**src/rtl/quad_dec_pkg.sv**
```systemverilog
// quad_dec_pkg
//   Shared definitions for the quadrature decoder: the four phase encodings
//   of the {a,b} channel pair, the decode result type, and the transition
//   decode function used by quad_decoder.
package quad_dec_pkg;

  // Phase encodings, listed in forward (count-up) order.
  localparam logic [1:0] PH_00 = 2'b00;
  localparam logic [1:0] PH_01 = 2'b01;
  localparam logic [1:0] PH_11 = 2'b11;
  localparam logic [1:0] PH_10 = 2'b10;

  typedef enum logic [1:0] {
    DEC_IDLE = 2'd0,
    DEC_UP   = 2'd1,
    DEC_DOWN = 2'd2,
    DEC_ERR  = 2'd3
  } dec_t;

  // Classify one phase transition. Any change of both bits at once is
  // illegal because the true order of the two edges cannot be recovered.
  function automatic dec_t decode_phase(input logic [1:0] prev_ph,
                                        input logic [1:0] cur_ph);
    dec_t res;
    res = DEC_ERR;
    if (prev_ph == cur_ph) begin
      res = DEC_IDLE;
    end else begin
      case (prev_ph)
        PH_00:   res = (cur_ph == PH_01) ? DEC_UP : (cur_ph == PH_10) ? DEC_DOWN : DEC_ERR;
        PH_01:   res = (cur_ph == PH_11) ? DEC_UP : (cur_ph == PH_00) ? DEC_DOWN : DEC_ERR;
        PH_11:   res = (cur_ph == PH_10) ? DEC_UP : (cur_ph == PH_01) ? DEC_DOWN : DEC_ERR;
        default: res = (cur_ph == PH_00) ? DEC_UP : (cur_ph == PH_11) ? DEC_DOWN : DEC_ERR;
      endcase
    end
    return res;
  endfunction

endpackage

```
**src/rtl/sync_2ff.sv**
```systemverilog
// sync_2ff
//   Two-flop synchronizer for one asynchronous bit.
//   Ports: clk - clock; rst - synchronous active-high reset (clears both
//   stages); d - asynchronous input; q - synchronized output (second stage).
module sync_2ff (
  input  logic clk,
  input  logic rst,
  input  logic d,
  output logic q
);

  logic meta_reg;
  logic sync_reg;

  always_ff @(posedge clk) begin
    if (rst) begin
      meta_reg <= 1'b0;
      sync_reg <= 1'b0;
    end else begin
      meta_reg <= d;
      sync_reg <= meta_reg;
    end
  end

  assign q = sync_reg;

endmodule

```
**src/rtl/quad_decoder.sv**
```systemverilog
// quad_decoder
//   Quadrature encoder decoder with an N-bit position counter.
//   Ports:
//     clk, rst          - clock, synchronous active-high reset
//     a, b              - asynchronous encoder channels
//     en                - count enable (clear/load ignore it)
//     syn_clr, load, d  - synchronous clear / load of the position
//     err_clr           - clears the sticky illegal-transition flag
//     q                 - position count
//     step, dir         - one-cycle pulse per counted step, its direction (1 = up)
//     max_tick, min_tick- q is all ones / q is zero
//     err               - sticky illegal-transition flag
module quad_decoder #(
  parameter int N = 8
) (
  input  logic         clk,
  input  logic         rst,
  input  logic         a,
  input  logic         b,
  input  logic         en,
  input  logic         syn_clr,
  input  logic         load,
  input  logic [N-1:0] d,
  input  logic         err_clr,
  output logic [N-1:0] q,
  output logic         step,
  output logic         dir,
  output logic         max_tick,
  output logic         min_tick,
  output logic         err
);

  import quad_dec_pkg::*;

  logic [1:0]   ab_raw;
  logic [1:0]   ph_cur;
  logic [1:0]   ph_reg,     ph_next;
  logic [1:0]   warm_reg,   warm_next;
  logic         primed_reg, primed_next;
  logic [N-1:0] q_reg,      q_next;
  logic         step_reg,   step_next;
  logic         dir_reg,    dir_next;
  logic         err_reg,    err_next;
  dec_t         dec;

  assign ab_raw = {a, b};

  genvar gi;
  generate
    for (gi = 0; gi < 2; gi++) begin : g_sync
      sync_2ff u_sync (
        .clk (clk),
        .rst (rst),
        .d   (ab_raw[gi]),
        .q   (ph_cur[gi])
      );
    end
  endgenerate

  always_ff @(posedge clk) begin
    if (rst) begin
      ph_reg     <= PH_00;
      warm_reg   <= 2'b00;
      primed_reg <= 1'b0;
      q_reg      <= '0;
      step_reg   <= 1'b0;
      dir_reg    <= 1'b0;
      err_reg    <= 1'b0;
    end else begin
      ph_reg     <= ph_next;
      warm_reg   <= warm_next;
      primed_reg <= primed_next;
      q_reg      <= q_next;
      step_reg   <= step_next;
      dir_reg    <= dir_next;
      err_reg    <= err_next;
    end
  end

  always_comb begin
    ph_next     = ph_cur;
    // The synchronizer restarts from 00, so its output only reflects the
    // real channel level two cycles after reset. Priming waits for that
    // (warm_reg) so a stationary non-00 input is not seen as a transition.
    warm_next   = {warm_reg[0], 1'b1};
    primed_next = primed_reg | warm_reg[1];
    dec         = primed_reg ? decode_phase(ph_reg, ph_cur) : DEC_IDLE;

    step_next   = en && ((dec == DEC_UP) || (dec == DEC_DOWN));
    dir_next    = step_next ? (dec == DEC_UP) : dir_reg;

    q_next = q_reg;
    if (syn_clr) begin
      q_next = '0;
    end else if (load) begin
      q_next = d;
    end else if (step_next) begin
      q_next = (dec == DEC_UP) ? q_reg + 1'b1 : q_reg - 1'b1;
    end

    // A new illegal decode wins over a simultaneous clear.
    err_next = (err_reg && !err_clr) || (dec == DEC_ERR);
  end

  assign q        = q_reg;
  assign step     = step_reg;
  assign dir      = dir_reg;
  assign err      = err_reg;
  assign max_tick = &q_reg;
  assign min_tick = (q_reg == '0);

endmodule

```
**config.mk**
```make
export PLATFORM = sky130hd
export DESIGN_NAME = quad_decoder
export DESIGN_NICKNAME = d
export VERILOG_FILES = /design/src/rtl/quad_dec_pkg.sv /design/src/rtl/sync_2ff.sv /design/src/rtl/quad_decoder.sv
export SDC_FILE = /design/constraint.sdc
export NUM_CORES = 1
export LEC_CHECK = 0
export BUFFER_PORTS_ARGS = -buffer_cell sky130_fd_sc_hd__buf_2
export CAP_MARGIN = 20
export CORE_MARGIN = 3
export CORE_UTILIZATION = 25
export CTS_CLUSTER_SIZE = 25
export DETAILED_ROUTE_END_ITERATION = 7
export PLACE_DENSITY = 0.5
export RECOVER_POWER = 25
export SYNTH_ARGS = -nofsm -noshare
export SYNTH_HDL_FRONTEND = slang
export SYNTH_HIERARCHICAL = 1
export SYNTH_SLANG_ARGS = --single-unit
```
**constraint.sdc**
```tcl
create_clock -name clk -period 3.93 [get_ports clk]
set_clock_uncertainty 0.1 [all_clocks]
set_input_delay 0.786 -clock clk [delete_from_list [all_inputs] [get_ports clk]]
set_output_delay 0.786 -clock clk [all_outputs]
set_load 0.005 [all_outputs]
```
==> results of run 1 <==
==> final timing paths <==
check	from	end	slack [ns]	cells past startpoint
hold reg to reg	warm_reg[1]	primed_reg	0.35	2
hold / removal	warm_reg[1]	primed_reg	0.35	2
setup / recovery	ph_reg[0]	q[7]	0.96	10
setup reg to reg	ph_reg[0]	q[7]	0.96	10
==> logic make-up (layout without fill, tap and decap cells) <==
| family | count (synthesis) | in the layout |
|---|---|---|
| flip-flops | 20 | 20 |
| adder cells (fa/ha/maj) | 10 | 10 |
| buffers and inverters | 12 | 39 |
| AO/OA/AOI/OAI | 30 | 30 |
| AND/OR/NAND/NOR | 50 | 50 |
| multiplexers | 6 | 6 |
| XOR/XNOR | 5 | 5 |
==> synthesized netlist by cell type, types with 4 or more instances <==
library cell,n,share of area
sky130_fd_sc_hd__a21oi_1,9,0.039
sky130_fd_sc_hd__and3_1,4,0.022
sky130_fd_sc_hd__dfxtp_1,20,0.34
sky130_fd_sc_hd__ha_1,9,0.097
sky130_fd_sc_hd__inv_1,6,0.019
sky130_fd_sc_hd__mux2i_1,6,0.052
sky130_fd_sc_hd__nand2_1,10,0.032
sky130_fd_sc_hd__nor2_1,12,0.039
sky130_fd_sc_hd__nor2b_1,5,0.027
sky130_fd_sc_hd__o211ai_1,7,0.045
sky130_fd_sc_hd__xnor2_1,4,0.030
==> final cells by class <==
class | instances | area, um2
fill | 475 | 3010
multi-input combinational | 101 | 707
sequential | 20 | 400
timing repair buffer | 28 | 139
tap | 52 | 65.1
clock buffer | 3 | 41.3
clock inverter | 1 | 30.0
inverter | 7 | 26.3
==> stage by stage <==
| step | power, W | hold WS (ns) |
|---|---|---|
| floorplan | 0.000275 | 0.311 |
| global placement | 0.000297 | 0.317 |
| detailed placement | 0.000299 | 0.337 |
| CTS | 0.000510 | 0.359 |
| global route | 0.000530 | 0.370 |
| finish | 0.000500 | 0.347 |
==> layout by cell type, fill, tap and decap left out, types with 2 or more instances in the layout <==
master                     synthesis  layout
sky130_fd_sc_hd__and2b_2           2       2
sky130_fd_sc_hd__dfxtp_1          20      20
sky130_fd_sc_hd__a21o_1            3       3
sky130_fd_sc_hd__a211o_1           3       3
sky130_fd_sc_hd__or3_1             2       2
sky130_fd_sc_hd__clkbuf_8          0       3
sky130_fd_sc_hd__nand2_1          10      10
sky130_fd_sc_hd__o21ai_0           2       2
sky130_fd_sc_hd__or4_1             3       3
sky130_fd_sc_hd__and3_1            4       4
sky130_fd_sc_hd__a21oi_1           9       9
sky130_fd_sc_hd__nor2b_1           5       5
sky130_fd_sc_hd__buf_2             0      27
sky130_fd_sc_hd__nand4_1           2       2
sky130_fd_sc_hd__and2_1            3       3
sky130_fd_sc_hd__nor2_1           12      12
sky130_fd_sc_hd__nand2b_1          2       2
sky130_fd_sc_hd__inv_1             6       6
sky130_fd_sc_hd__o211ai_1          7       7
sky130_fd_sc_hd__xnor2_1           4       4
sky130_fd_sc_hd__mux2i_1           6       6
sky130_fd_sc_hd__nand3_1           3       3
sky130_fd_sc_hd__ha_1              9       9
==> layer usage <==
metal / GRT usage / wire (um) / vias up
met1: 0.132 / 1220 / 472
met4: 0.0161 / 7 / 0
li1: - / - / 528
met3: 0.0311 / 231 / 2
met2: 0.179 / 1230 / 39
met5: 0 / 0 / -
==> report_power, final <==
part | leakage [nW] | internal, W | switching (W) | total (W)
registers | 0.164 | 0.000210 | 0.00000811 | 0.000219
logic | 0.457 | 0.0000374 | 0.0000376 | 0.0000751
clock network | 0.0357 | 0.000136 | 0.0000705 | 0.000206
total | 0.656 | 0.000384 | 0.000116 | 0.000500
==> tightest hold or removal path, delay by kind of cell (launching register included) <==
| kind | cells | cell delay, ns |
|---|---|---|
| flip-flops | 1 | 0.31 |
| AND/OR/NAND/NOR | 2 | 0.10 |
==> impl_table.tex, run 1 <==
\begin{tabular}{lr}
\hline
Metric & Value \\
\hline
\multicolumn{2}{l}{\textbf{STA}} \\
TNS Setup & 0 ns \\
Upper clock frequency limit & 0.337 GHz \\
Setup repair after global routing missed its margin & false \\
Endpoints failing setup & 0 \\
Worst Slack Setup Final & 0.965 ns \\
Actual slew at the worst max-slew pin & 0.537 ns \\
Final critical-path required period & 2.97 ns \\
Slew headroom & 0.641 \\
Slew Limit Fails & 0 \\
Final period util & 0.755 \\
Hold violation total from the final report & 0 \\
\multicolumn{2}{l}{\textbf{Critical path}} \\
Setup CP Type & flop to flop \\
Critical-path top delay cell & sky130\_fd\_sc\_hd\_\_a2111o\_1 \\
Worst path buffer plus inverter count & 1 \\
Cell family with the largest share of critical-path delay & compound AO/OA/AOI/OAI gates \\
Crit-path most repeated cell & sky130\_fd\_sc\_hd\_\_ha\_1 \\
Crit path cell chain & mux2i\_1 -> o21ai\_0 -> and2\_1 -> ha\_1 -> inv\_1 -> ha\_1 -> and3\_1 -> a2111o\_1 -> a211o\_1 -> o211ai\_1 \\
Startpoint class of the critical path & flop \\
Worst-path fanout max & 8 \\
Worst stage delay on the critical path & 0.46 ns \\
Crit. End Element & flop \\
CP Data Required Time & 4.02 ns \\
Arrival time at the worst endpoint & 3.05 ns \\
\multicolumn{2}{l}{\textbf{Routing}} \\
Drt first pass iters & 4 \\
Count of nets left with antenna violations after detail routing & 0 \\
DR iter-0 viols & 53 \\
Number of vias per cell & 4.91 \\
Total wire length & 2690 um \\
Number of vias after detailed routing & 1041 \\
Routed wire per std cell & between 10 and 15 um \\
Remaining routing DRC violations & 0 \\
\multicolumn{2}{l}{\textbf{Clocking}} \\
Bufs on Longest Clock Path & 2 \\
Root cell of the clock tree & sky130\_fd\_sc\_hd\_\_clkbuf\_8 \\
Clock tree from TritonCTS & built \\
CTS clk-pin slew, worst paths & 0.08 ns \\
Resized cells post-CTS & 0 \\
Total number of H-tree levels & 1 \\
Total CTS buffers & 3 \\
\# Post-CTS Setup Buffers & 0 \\
\# clock sinks & 20 \\
Post-CTS Hold Buffers & 0 \\
Clk Latency, worst-skew pair & 0.25 ns \\
\multicolumn{2}{l}{\textbf{Synthesis}} \\
Number of warning messages in the yosys log & 6 \\
Mux share of post-synthesis cell area & 0.0517 \\
Dominant combinational cell family by area after synthesis & simple AND/OR/NAND/NOR gates \\
Xor and xnor area share after synthesis & 0.0377 \\
Synthesized area & between 1000 and 1500 um2 \\
Sequential element share of the synthesized area & 0.345 \\
Arithmetic-cell share of the synthesized area counting full adders, half adders and majority gates & 0.114 \\
Count of cell types in the netlist & 35 \\
Simple logic cell fraction of the synthesized area & 0.225 \\
\#FFs+latches synth & 20 \\
Mapped Nets & 159 \\
Post-synth EDFFs & 0 \\
Post-Synthesis Cells & 133 \\
Predominant post-synthesis flop cell & sky130\_fd\_sc\_hd\_\_dfxtp\_1 \\
Synth async-reset ratio & 0 \\
Fraction of the mapped netlist area in compound gates & 0.180 \\
Post-synthesis area per instance & 8.73 um2 \\
\multicolumn{2}{l}{\textbf{Final layout}} \\
Number of inserted diodes & 0 \\
Share of post-route cells with drive strength above 1 & 0.206 \\
Final-stage net count & between 150 and 200 \\
Max FFs per register & 8 \\
Post-layout instance count excluding filler cells & approximately 210 \\
Cell area after layout & 1410 um2 \\
Final Core Density & 0.319 \\
Synthesis-to-finish area growth & 21.3\% \\
\multicolumn{2}{l}{\textbf{Global routing}} \\
Total congestion overflow & 0 \\
Via count of the first global-routing pass & 1043 \\
Initial antenna violation count & 0 \\
Overall fraction of global-route tracks in use & 0.104 \\
Global-route wire length before repair & 4540 um \\
Largest net degree at the start of global routing & 15 \\
\multicolumn{2}{l}{\textbf{Placed design}} \\
Worst setup timing slack at the placement stage & 0.985 ns \\
Detail Placement HPWL & 2110 um \\
Placed instance count & about 210 \\
IO buf count & 28 \\
Cell area reported after detailed placement & between 1000 and 1500 um2 \\
Gp weighted congestion & between 1 and 1.5 \\
\multicolumn{2}{l}{\textbf{Status}} \\
Result of the run & complete, no violations \\
\multicolumn{2}{l}{\textbf{Flow run}} \\
Number of violations of the max-capacitance limit & 0 \\
\multicolumn{2}{l}{\textbf{Floorplanning}} \\
Core outline area & $\sim$4400 um2 \\
Die height & $\sim$74 um \\
Starting Density & 0.263 \\
I/O pin total & 29 \\
Standard-cell rows & 24 \\
Width of the chip & 74.2 um \\
Area enclosed by the die boundary & between 5000 and 6000 um2 \\
\multicolumn{2}{l}{\textbf{Min path}} \\
Class of the tightest hold or removal check & flop to flop \\
\multicolumn{2}{l}{\textbf{Pwr}} \\
P per Cell Area & 355 nW/um2 \\
Worst-case vdd ir drop & 133 uV \\
Leak & 0.656 nW \\
\hline
\end{tabular}
No activity file was read; power rests on OpenSTA's default activity.
==> run 2: changes to the inputs <==
==> constraint.sdc (replaced) <==
create_clock -name clk -period 3 [get_ports clk]
set_clock_uncertainty 0.1 [all_clocks]
set_input_delay 0.6 -clock clk [delete_from_list [all_inputs] [get_ports clk]]
set_output_delay 0.6 -clock clk [all_outputs]
set_load 0.005 [all_outputs]
==> run 2 against run 1 <==
Utilization shrank 0.11 points. Sequential cell count is the same. Cell area shrank 0.35%. Critical endpoint unchanged. Combinational power grew 33%. Largest cell class unchanged. Cell count grew 0.47%. Sequential share of layout area grew 0.19 points. Worst hold slack lost 0.0019 ns. Critical path type unchanged. Highest routed layer unchanged. Clock power grew 2%. Sequential power grew 31%. Critical path depth is the same.
==> impl_table.tex, run 2 (same netlist as run 1, synthesis figures left out) <==
\begin{tabular}{lr}
\hline
Metric & Value \\
\hline
\multicolumn{2}{l}{\textbf{Placed design}} \\
IO buf count & 28 \\
Gp weighted congestion & approximately 1.0 \\
Worst setup timing slack at the placement stage & 0.0110 ns \\
Placed instance count & between 200 and 250 \\
Detail Placement HPWL & 2210 um \\
Cell area reported after detailed placement & 1350 um2 \\
\multicolumn{2}{l}{\textbf{Routing}} \\
Drt first pass iters & 4 \\
Number of vias after detailed routing & 1022 \\
Total wire length & roughly 2800 um \\
DR iter-0 viols & 38 \\
Count of nets left with antenna violations after detail routing & 0 \\
Number of vias per cell & between 4 and 5 \\
Remaining routing DRC violations & 0 \\
Routed wire per std cell & between 10 and 15 um \\
\multicolumn{2}{l}{\textbf{STA}} \\
Upper clock frequency limit & 0.356 GHz \\
Hold violation total from the final report & 0 \\
Worst Slack Setup Final & 0.194 ns \\
Final critical-path required period & 2.81 ns \\
Actual slew at the worst max-slew pin & 0.536 ns \\
Final period util & 0.935 \\
Endpoints failing setup & 0 \\
Setup repair after global routing missed its margin & false \\
Slew headroom & 0.643 \\
TNS Setup & 0 ns \\
Slew Limit Fails & 0 \\
\multicolumn{2}{l}{\textbf{Final layout}} \\
Post-layout instance count excluding filler cells & between 200 and 250 \\
Share of post-route cells with drive strength above 1 & 0.230 \\
Number of inserted diodes & 0 \\
Commonest cells after routing, fill and taps aside & sky130\_fd\_sc\_hd\_\_buf\_2 (27), sky130\_fd\_sc\_hd\_\_dfxtp\_1 (19), sky130\_fd\_sc\_hd\_\_nor2\_1 (12) \\
Cell area after layout & 1400 um2 \\
Synthesis-to-finish area growth & 20.9\% \\
Count of fill cells added during filler insertion & 486 \\
Final-stage net count & 188 \\
Storage element area & 402 um2 \\
Max FFs per register & 8 \\
Most common cell after layout, fill and taps aside & sky130\_fd\_sc\_hd\_\_buf\_2 \\
Final Core Density & 0.318 \\
Area occupied by multi-input gates & around 710 um2 \\
\multicolumn{2}{l}{\textbf{Pwr}} \\
Leak & 0.653 nW \\
Worst-case vdd ir drop & 165 uV \\
P per Cell Area & 425 nW/um2 \\
\multicolumn{2}{l}{\textbf{Floorplanning}} \\
Area enclosed by the die boundary & 5500 um2 \\
Standard-cell rows & 24 \\
Starting Density & 0.263 \\
Core outline area & 4410 um2 \\
Die height & between 70 and 80 um \\
Width of the chip & 74.2 um \\
I/O pin total & 29 \\
\multicolumn{2}{l}{\textbf{Min path}} \\
Class of the tightest hold or removal check & flop to flop \\
\multicolumn{2}{l}{\textbf{Critical path}} \\
Crit. End Element & flop \\
CP Data Required Time & a little over 3 ns \\
Startpoint class of the critical path & flop \\
Arrival time at the worst endpoint & 2.90 ns \\
Worst setup slack for register-to-register paths & 0.19 ns \\
Setup CP Type & flop to flop \\
Worst-path fanout max & 8 \\
\multicolumn{2}{l}{\textbf{Clocking}} \\
Clock tree from TritonCTS & built \\
Root cell of the clock tree & sky130\_fd\_sc\_hd\_\_clkbuf\_8 \\
CTS clk-pin slew, worst paths & $\sim$0.08 ns \\
Bufs on Longest Clock Path & 2 \\
Total number of H-tree levels & 1 \\
\# clock sinks & 20 \\
Total CTS buffers & 3 \\
Clk Latency, worst-skew pair & 0.26 ns \\
Post-CTS Hold Buffers & 0 \\
\multicolumn{2}{l}{\textbf{Global routing}} \\
Overall fraction of global-route tracks in use & 0.112 \\
Global-route wire length before repair & between 4000 and 5000 um \\
Initial antenna violation count & 0 \\
Total congestion overflow & 0 \\
Largest net degree at the start of global routing & 15 \\
Via count of the first global-routing pass & 1048 \\
\multicolumn{2}{l}{\textbf{Flow run}} \\
Number of violations of the max-capacitance limit & 0 \\
\multicolumn{2}{l}{\textbf{Status}} \\
Result of the run & complete, no violations \\
\hline
\end{tabular}
==> run 2: what timing repair did <==
item                                    in CTS  in global routing
gates resized for setup                      1                  2
pin swaps                                    0                  0
endpoints found under the hold margin        0                  0
endpoints found under the setup margin       1                  2
setup buffers                                0                  0
==> run 2: routing by layer <==
metal | up-vias | track usage | wire length, um
met2 | 29 | 0.174 | 1230
met1 | 456 | 0.146 | 1270
met5 | - | 0 | 0
met4 | 0 | 0.0423 | 42
li1 | 532 | - | -
met3 | 5 | 0.0324 | 244
==> run 2: worst paths after layout <==
kind / end / cells after the start / from
min reg2reg: primed_reg / 2 / warm_reg[1]
min: primed_reg / 2 / warm_reg[1]
max reg2reg: q[7] / 10 / ph_reg[0]
max: q[7] / 10 / ph_reg[0]
==> run 2: area by class of cell <==
| type | instances | share of cell area |
|---|---|---|
| inverter | 7 | 0.0187 |
| multi-input combinational | 101 | 0.505 |
| clock buffer | 4 | 0.0392 |
| sequential | 20 | 0.286 |
| timing repair buffer | 29 | 0.104 |
| tap | 52 | 0.0463 |
==> run 2: metrics by stage <==
| stage | power (W) | hold WS (ns) |
|---|---|---|
| floorplan | 0.000361 | 0.311 |
| global placement | 0.000390 | 0.317 |
| detailed placement | 0.000393 | 0.335 |
| CTS | 0.000608 | 0.357 |
| global route | 0.000633 | 0.372 |
| finish | 0.000597 | 0.345 |
==> run 2: critical path: stages, from the launching register on <==
cell	delay (ns)
sky130_fd_sc_hd__dfxtp_2	0.39
sky130_fd_sc_hd__mux2i_1	0.19
sky130_fd_sc_hd__o21ai_0	0.08
sky130_fd_sc_hd__and2_1	0.18
sky130_fd_sc_hd__ha_1	0.24
sky130_fd_sc_hd__inv_2	0.16
sky130_fd_sc_hd__ha_2	0.34
sky130_fd_sc_hd__and3_1	0.19
sky130_fd_sc_hd__a2111o_1	0.46
sky130_fd_sc_hd__a211o_1	0.31
sky130_fd_sc_hd__o211ai_1	0.08
==> run 2: power by group <==
group          switching [W]  internal, W  leakage [nW]
combinational      0.0000501    0.0000499         0.460
clock              0.0000934     0.000117        0.0288
sequential         0.0000104     0.000276         0.164
total               0.000154     0.000443         0.653
==> run 3: changes to the inputs <==
--- a/config.mk
+++ b/config.mk
@@ -9,10 +9,12 @@
 export CAP_MARGIN = 20
 export CORE_MARGIN = 3
 export CORE_UTILIZATION = 25
+export CTS_CLUSTER_DIAMETER = 100
 export CTS_CLUSTER_SIZE = 25
 export DETAILED_ROUTE_END_ITERATION = 7
 export PLACE_DENSITY = 0.5
 export RECOVER_POWER = 25
+export REMOVE_ABC_BUFFERS = 1
 export SYNTH_ARGS = -nofsm -noshare
 export SYNTH_HDL_FRONTEND = slang
 export SYNTH_HIERARCHICAL = 1
==> run 3 against run 2 <==
Utilization rose by 0.48 points. Setup slack got worse by 0.018 ns. Worst hold slack got worse by 0.0079 ns. Via count rose by 4.2%. Critical path depth rose by 1. Routed wire length fell by 0.11%. Power rose by 11%. Clock power rose by 31%. Global-route usage fell by 0.12 points. Die area did not move.
==> impl_table.tex, run 3 (same netlist as run 1, synthesis figures left out) <==
\begin{tabular}{lr}
\hline
Metric & Value \\
\hline
\multicolumn{2}{l}{\textbf{Clocking}} \\
Total CTS buffers & 3 \\
\# Post-CTS Setup Buffers & 0 \\
\# clock sinks & 20 \\
Total number of H-tree levels & 1 \\
CTS clk-pin slew, worst paths & 0.08 ns \\
Clk Latency, worst-skew pair & between 0.2 and 0.3 ns \\
Root cell of the clock tree & sky130\_fd\_sc\_hd\_\_clkbuf\_8 \\
Bufs on Longest Clock Path & 2 \\
Clock tree from TritonCTS & built \\
Post-CTS Hold Buffers & 0 \\
\multicolumn{2}{l}{\textbf{Global routing}} \\
Largest net degree at the start of global routing & 15 \\
Initial antenna violation count & 0 \\
Via count of the first global-routing pass & between 1k and 1.5k \\
Overall fraction of global-route tracks in use & 0.111 \\
Total congestion overflow & 0 \\
Global-route wire length before repair & 4760 um \\
\multicolumn{2}{l}{\textbf{Final layout}} \\
Number of inserted diodes & 0 \\
Max FFs per register & 8 \\
Most common cell after layout, fill and taps aside & sky130\_fd\_sc\_hd\_\_buf\_2 \\
Count of fill cells added during filler insertion & 487 \\
Share of post-route cells with drive strength above 1 & 0.236 \\
Final-stage net count & 188 \\
Commonest cells after routing, fill and taps aside & sky130\_fd\_sc\_hd\_\_buf\_2 (27), sky130\_fd\_sc\_hd\_\_dfxtp\_1 (19), sky130\_fd\_sc\_hd\_\_nor2\_1 (12) \\
Final Core Density & 0.323 \\
Synthesis-to-finish area growth & 22.7\% \\
Cell area after layout & 1430 um2 \\
\multicolumn{2}{l}{\textbf{Routing}} \\
Number of vias after detailed routing & between 1k and 1.5k \\
Count of nets left with antenna violations after detail routing & 0 \\
Remaining routing DRC violations & 0 \\
Routed wire per std cell & 13.0 um \\
Drt first pass iters & 4 \\
Number of vias per cell & 5.00 \\
Total wire length & between 2000 and 3000 um \\
DR iter-0 viols & 85 \\
\multicolumn{2}{l}{\textbf{Placed design}} \\
Cell area reported after detailed placement & 1350 um2 \\
Detail Placement HPWL & 2180 um \\
IO buf count & 28 \\
Gp weighted congestion & 0.899 \\
\multicolumn{2}{l}{\textbf{Critical path}} \\
CP Data Required Time & 3.09 ns \\
Setup CP Type & flop to flop \\
Worst-path fanout max & 8 \\
Crit. End Element & flop \\
Arrival time at the worst endpoint & between 2 and 3 ns \\
Startpoint of the worst-slack reg-to-reg timing path & ph\_reg[0] \\
Startpoint class of the critical path & flop \\
Worst-case reg-to-reg path depth & 11 \\
Endpoint of the most critical register-to-register path & q[7] \\
Worst setup slack for register-to-register paths & between 0.15 and 0.2 ns \\
\multicolumn{2}{l}{\textbf{Min path}} \\
Class of the tightest hold or removal check & flop to flop \\
Worst min-delay path endpoint & primed\_reg \\
Number of cells on the worst hold path & 2 \\
Origin of the worst min-delay path & warm\_reg[1] \\
\multicolumn{2}{l}{\textbf{Floorplanning}} \\
Width of the chip & 74.2 um \\
Standard-cell rows & 24 \\
I/O pin total & 29 \\
Area enclosed by the die boundary & 5500 um2 \\
Starting Density & 0.263 \\
Core outline area & 4410 um2 \\
Die height & 74.2 um \\
\multicolumn{2}{l}{\textbf{STA}} \\
Final period util & 0.941 \\
Slew headroom & 0.618 \\
Worst hold margin & 0.337 ns \\
TNS Setup & 0 ns \\
Actual slew at the worst max-slew pin & 0.572 ns \\
Hold violation total from the final report & 0 \\
Final critical-path required period & 2.82 ns \\
Endpoints failing setup & 0 \\
Slew Limit Fails & 0 \\
Setup repair after global routing missed its margin & false \\
Upper clock frequency limit & 0.354 GHz \\
\multicolumn{2}{l}{\textbf{Pwr}} \\
Leak & 0.660 nW \\
Worst-case vdd ir drop & 243 uV \\
P per Cell Area & 465 nW/um2 \\
\multicolumn{2}{l}{\textbf{Flow run}} \\
Number of violations of the max-capacitance limit & 0 \\
\multicolumn{2}{l}{\textbf{Status}} \\
Result of the run & complete, no violations \\
\hline
\end{tabular}
## run 3: area by class of cell
class	count	area, um2	share of cell area
timing repair buffer	29	146	0.103
tap	52	65.1	0.0457
clock buffer	3	41.3	0.0290
clock inverter	1	30.0	0.0211
inverter	7	28.8	0.0202
sequential	20	402	0.282
multi-input combinational	101	712	0.500
## run 3: report_power, final
part	switching, W	internal [W]
registers	0.0000104	0.000276
clock network	0.0000975	0.000178
logic	0.0000508	0.0000504
## run 3: worst max path at each step
stage	startpoint	endpoint	slack (ns)	cells after the start
final	ph_reg[0]	q[7]	0.18	11
after global routing	ph_reg[0]	q[7]	0.01	11
after CTS	ph_reg[0]	q[7]	0.02	10
after detailed placement	ph_reg[0]	q[7]	0.06	10
after global placement	ph_reg[0]	q[7]	0.17	10
after floorplan	ph_reg[0]	q[7]	0.29	10
## run 3: routing by layer
layer  GRT usage  vias to the layer above  share of wire
li1            -                      526              -
met1       0.133                      506           0.43
met2       0.192                       31           0.50
met3      0.0297                        2          0.068
met4      0.0322                        0         0.0043
met5           0                        -              0
## run 3: critical path, cell delays in order, from the launching register on
cell and delay (ns):
sky130_fd_sc_hd__dfxtp_2 0.39, sky130_fd_sc_hd__mux2i_1 0.19, sky130_fd_sc_hd__nand2_1 0.06, sky130_fd_sc_hd__o21ai_0 0.06, sky130_fd_sc_hd__and2_1 0.17, sky130_fd_sc_hd__ha_1 0.26
sky130_fd_sc_hd__inv_4 0.09, sky130_fd_sc_hd__ha_1 0.36, sky130_fd_sc_hd__and3_1 0.20, sky130_fd_sc_hd__a2111o_1 0.47, sky130_fd_sc_hd__a211o_1 0.32, sky130_fd_sc_hd__o211ai_1 0.08
## run 3: repair_timing
item / in CTS / in global routing
resized for setup: 0 / 5
endpoints found under the setup margin: 0 / 2
endpoints found under the hold margin: 0 / 0
## run 3: metrics by stage
stage,std cells,power (W),setup slack (ns)
after floorplan,128,0.000356,0.287
after global placement,209,0.000391,0.169
after detailed placement,209,0.000393,0.0551
after CTS,213,0.000672,0.0233
after global routing,213,0.000699,0.0113
final,213,0.000663,0.176
